[config.mk]
export PLATFORM = sky130hd
export DESIGN_NAME = csa_stream_accumulator
export DESIGN_NICKNAME = d
export VERILOG_FILES = /design/src/rtl/csa_stream_accumulator.sv
export SDC_FILE = /design/constraint.sdc
export NUM_CORES = 1
export LEC_CHECK = 0
export BUFFER_PORTS_ARGS = -buffer_cell sky130_fd_sc_hd__buf_2
export CORE_AREA = 2 2 135 137
export DETAILED_ROUTE_END_ITERATION = 8
export DIE_AREA = 0 0 137 139
export PLACE_DENSITY = 0.8
export SLEW_MARGIN = 10
export SYNTH_ARGS = -nofsm -noshare
export SYNTH_HDL_FRONTEND = slang
export SYNTH_SLANG_ARGS = --single-unit
[constraint.sdc]
create_clock -name clk -period 5.5 [get_ports clk]
set_clock_uncertainty 0.15 [all_clocks]
set_input_delay 0.275 -clock clk [delete_from_list [all_inputs] [get_ports clk]]
set_output_delay 0.275 -clock clk [all_outputs]
set_load 0.05 [all_outputs]
[src/rtl/csa_stream_accumulator.sv]
// rtl/csa_stream_accumulator.sv - carry-save stream accumulator with chunked carry-propagate resolve
// Optional overflow flag and out_ovf port: define CSA_ACC_OVF_EN.
module csa_stream_accumulator #(
    parameter int WIDTH = 64,
    parameter int CHUNK = 16,
    parameter int CNT_W = 8
) (
    input  logic             clk,
    input  logic             rst_n,
    input  logic             in_valid,
    output logic             in_ready,
    input  logic [WIDTH-1:0] in_data,
    input  logic             in_last,
    output logic             out_valid,
    input  logic             out_ready,
    output logic [WIDTH-1:0] out_data,
    output logic [CNT_W-1:0] out_count
`ifdef CSA_ACC_OVF_EN
    ,
    output logic             out_ovf
`endif
);
    localparam int NCHUNK = WIDTH / CHUNK;
    localparam int IDX_W  = (NCHUNK > 1) ? $clog2(NCHUNK) : 1;

    typedef enum logic [1:0] {
        ACCUM   = 2'd0,
        RESOLVE = 2'd1,
        DONE    = 2'd2
    } state_t;

    state_t             state;
    state_t             state_next;
    logic [WIDTH-1:0]   u;
    logic [WIDTH-1:0]   v;
    logic [WIDTH-1:0]   maj;
    logic               c;
    logic [IDX_W-1:0]   chunk_idx;
    logic [CNT_W-1:0]   count;
    logic               accept;
    logic               last_chunk;
    int                 lo;
    logic [CHUNK-1:0]   u_chunk;
    logic [CHUNK-1:0]   v_chunk;
    logic [CHUNK:0]     chunk_sum;
`ifdef CSA_ACC_OVF_EN
    logic               ovf_flag;
`endif

    assign in_ready   = (state == ACCUM);
    assign out_valid  = (state == DONE);
    assign accept     = in_valid && in_ready;
    assign maj        = (u & v) | (v & in_data) | (in_data & u);
    assign last_chunk = (chunk_idx == IDX_W'(NCHUNK - 1));

    always_comb begin
        lo        = int'(chunk_idx) * CHUNK;
        u_chunk   = u[lo +: CHUNK];
        v_chunk   = v[lo +: CHUNK];
        chunk_sum = {1'b0, u_chunk} + {1'b0, v_chunk} + {{CHUNK{1'b0}}, c};
    end

    always_comb begin
        state_next = state;
        case (state)
            ACCUM:   if (accept && in_last) state_next = RESOLVE;
            RESOLVE: if (last_chunk) state_next = DONE;
            DONE:    if (out_ready) state_next = ACCUM;
            default: state_next = ACCUM;
        endcase
    end

    always_ff @(posedge clk) begin
        if (!rst_n) begin
            state     <= ACCUM;
            u         <= '0;
            v         <= '0;
            c         <= 1'b0;
            chunk_idx <= '0;
            count     <= '0;
            out_data  <= '0;
            out_count <= '0;
`ifdef CSA_ACC_OVF_EN
            ovf_flag  <= 1'b0;
            out_ovf   <= 1'b0;
`endif
        end else begin
            state <= state_next;
            case (state)
                ACCUM: begin
                    if (accept) begin
                        // 3:2 compression; the carry vector's top bit falls off (mod 2^WIDTH)
                        u <= u ^ v ^ in_data;
                        v <= {maj[WIDTH-2:0], 1'b0};
                        if (count != {CNT_W{1'b1}}) count <= count + CNT_W'(1);
`ifdef CSA_ACC_OVF_EN
                        ovf_flag <= ovf_flag | maj[WIDTH-1];
`endif
                        if (in_last) begin
                            chunk_idx <= '0;
                            c         <= 1'b0;
                        end
                    end
                end
                RESOLVE: begin
                    out_data[lo +: CHUNK] <= chunk_sum[CHUNK-1:0];
                    if (last_chunk) begin
                        chunk_idx <= '0;
                        c         <= 1'b0;
                        out_count <= count;
`ifdef CSA_ACC_OVF_EN
                        ovf_flag  <= ovf_flag | chunk_sum[CHUNK];
                        out_ovf   <= ovf_flag | chunk_sum[CHUNK];
`endif
                    end else begin
                        chunk_idx <= chunk_idx + IDX_W'(1);
                        c         <= chunk_sum[CHUNK];
                    end
                end
                DONE: begin
                    if (out_ready) begin
                        u     <= '0;
                        v     <= '0;
                        count <= '0;
`ifdef CSA_ACC_OVF_EN
                        ovf_flag <= 1'b0;
`endif
                    end
                end
                default: ;
            endcase
        end
    end
endmodule
==> run_results.csv <==
group,metric,value,unit
outcome,outcome,"finished clean",
synthesis,synthTopCellsByCount,"dfxtp_1, nor2_1, a22oi_1, fa_1, nand2_1",
setup_path,reg2reg_from,"chunk_idx[0]",
detailed_routing,wl_per_cell,18.8,um
job,drv_cap,0,
clock_network,cts.sinks,212,
clock_network,htreeDepth,1,
global_route,grt_pass1_vias,7588,
power_and_ir_drop,p_leak,0.00488,uW
clock_network,postCtsSetupRepairBufs,0,
synthesis,synth_seq_cells,212,
setup_path,end_kind,"flip-flop",
timing,period_minus_slack,4.15,ns
layout,stdcell_count,1312,
hold_path,min_to,"state[0]",
global_route,grt.total_usage,0.263,
clock_network,numCtsBuffers,22,
synthesis,synthArstFlopShare,0,
layout,design_area,11600,sq um
layout,antennaDiodeCount,0,
floorplanning,die_area,19000,sq um
timing,slew_violations,0,
power_and_ir_drop,ir_drop,0.000274,V
layout,area_growth_syn_to_layout,15.4,%
layout,nets,1224,
detailed_routing,drtIter0Drc,784,
detailed_routing,drcViolationCount,0,
detailed_routing,vias_per_cell,6.04,
layout,drive_gt1_frac,0.223,
setup_path,reg2reg_setup_slack,1.35,ns
detailed_routing,ant_nets,0,
synthesis,avgSynthCellArea,10.5,sq um
placed_design,globalplace.congestion,0.865,
timing,fin_crit_sh,0.755,
setup_path,arrival,4.39,ns
synthesis,synth_cells,955,
floorplanning,num_rows,49,
layout,multi_input_area,5480,sq um
placed_design,port-buffer-count,142,
global_route,grt_pass1_wl,40.0,mm
synthesis,synth_area_leader_cell,"dfxtp_1",
hold_path,hp-start,"in_valid",
synthesis,yosysSeqAreaShare,0.423,
layout,final_core_utilization,0.656,
layout,area.sequential,4250,sq um
floorplanning,start_util,0.568,
setup_path,critical_path.startpoint_type,"flip-flop",
setup_path,crit_type,"flip-flop to flip-flop",
global_route,antenna_found_initial,0,
placed_design,dp_hpwl,17.2,mm
setup_path,r2r_end,"out_data[28]",
timing,relSlewSlack,0.276,
placed_design,dp_cells,1271,
setup_path,ff2ff_path_depth,9,
synthesis,synth_ff_type,"dfxtp_1",
synthesis,ys_types,50,
synthesis,yosysTopAreaCellShare,0.423,
detailed_routing,drt_wl_total,24.6,mm
timing,rsz0062_at_grt,"no",
global_route,grt_max_degree,106,
floorplanning,dieWidth,137,um
floorplanning,core_area,17700,sq um
floorplanning,io-pin-count,143,
hold_path,hold_path.class,"input pin to flip-flop",
placed_design,place_area,10800,sq um
clock_network,cts_tree,"done",
setup_path,crit_required,5.73,ns
clock_network,clk_path_buf_depth,3,
global_route,grt.overflow.total,0,
synthesis,syn_nets,1111,
timing,hold_violations,0,
floorplanning,die_h,139,um
synthesis,synth_edf_count,0,
clock_network,clk_latency,0.51,ns
clock_network,path_clk_slew,0.07,ns
detailed_routing,drtPass1Iterations,6,
synthesis,synthesis.area,10000,sq um
layout,fillers,1374,
clock_network,root_buffer,"clkbuf_16",
power_and_ir_drop,powerDensity,311,nW/um^2
synthesis,synth.area.top_cells,"dfxtp_1, fa_1, a22oi_1, mux4_2, nor2_1",
synthesis,synth.most_common_cell,"dfxtp_1",
detailed_routing,vias,7931,
timing,worst_pin_slew,1.09,ns
timing,finalSetupViolCount,0,
setup_path,cp_max_fo,27,
synthesis,yosys_warnings,0,
timing,finalSetupTns,0,ns
hold_path,whs_path_depth,4,
timing,fmax,241,MHz
==> worst max-delay path, cell delays in order, from the launching register on <==
cell and delay (ns):
dfxtp_2 0.89, mux4_2 0.61, fa_1 0.44, fa_1 0.42, a21o_1 0.20, a221oi_2 0.39
o2bb2ai_1 0.24, mux2i_1 0.25, xor2_1 0.29, o21ai_0 0.14
==> routing by layer <==
layer,vias up,GRT usage,share of wire
met5,-,0,0
met3,49,0.0450,0.076
met1,3891,0.397,0.44
li1,3665,-,-
met2,326,0.390,0.45
met4,0,0.0743,0.027
==> report_power, final <==
group          switching, uW  internal (uW)
Sequential              70.8           1600
Combinational            261            173
Clock                    605            895
==> worst max-delay path by stage <==
stage | from | end | slack, ns
CTS | chunk_idx[0] | out_data[28] | 1.32
global route | chunk_idx[0] | out_data[28] | 1.03
finish | chunk_idx[0] | out_data[28] | 1.35
global placement | chunk_idx[0] | out_data[44] | 1.43
floorplan | chunk_idx[0] | out_data[28] | 1.60
detailed placement | chunk_idx[0] | out_data[28] | 1.34
==> repair_timing <==
item | CTS | global route
setup endpoints to repair | 0 | 0
hold buffers | 2 | 0
resized for setup | 0 | 0
hold endpoints to repair | 3 | 0
==> per-stage QoR <==
| step | setup WS, ns | hold slack, ns | power, uW |
|---|---|---|---|
| after floorplan | 1.60 | 0.299 | 1990 |
| after global placement | 1.43 | 0.287 | 2110 |
| after detailed placement | 1.34 | 0.288 | 2120 |
| after CTS | 1.32 | 0.000582 | 3620 |
| after global routing | 1.03 | 0.0348 | 3730 |
| final | 1.35 | 0.0145 | 3600 |
==> layout by cell type (no fill, tap or decap), types with 5 or more instances in the layout <==
cell	synthesis	routed
a22oi_1	148	148
and3_1	5	5
clkbuf_16	0	23
a22o_1	12	12
clkinv_2	0	8
a21o_1	7	7
a21oi_1	31	31
ha_1	23	23
xor2_1	9	9
nand4_1	7	7
o21ai_0	26	26
fa_1	64	64
mux4_2	31	31
buf_4	1	5
xnor2_1	9	9
nor2_1	166	166
inv_1	14	14
nand2_1	52	52
buf_2	16	142
dfxtp_1	212	211
nand3_1	21	21
==> cell type report <==
type,count,area share
tap,229,0.0247
timing repair buffer,149,0.0663
multi-input combinational,665,0.473
clock inverter,11,0.00929
inverter,18,0.00605
sequential,212,0.367
clock buffer,28,0.0539
==> registers in the layout, indices dropped and copies added, names as in the netlist <==
name	cells
out_data	64
u	64
v	63
count	8
out_count	8
chunk_idx	2
state	2
c	1
==> kinds of logic after synthesis <==
family	after synthesis	share of synthesized area
mux	35	0.0737
simple gates	277	0.124
compound gates	248	0.176
buf+inv	78	0.0315
fa+ha+maj	87	0.156
xor+xnor	18	0.0157
flops	212	0.423
Power figures use the tool's default switching activity.
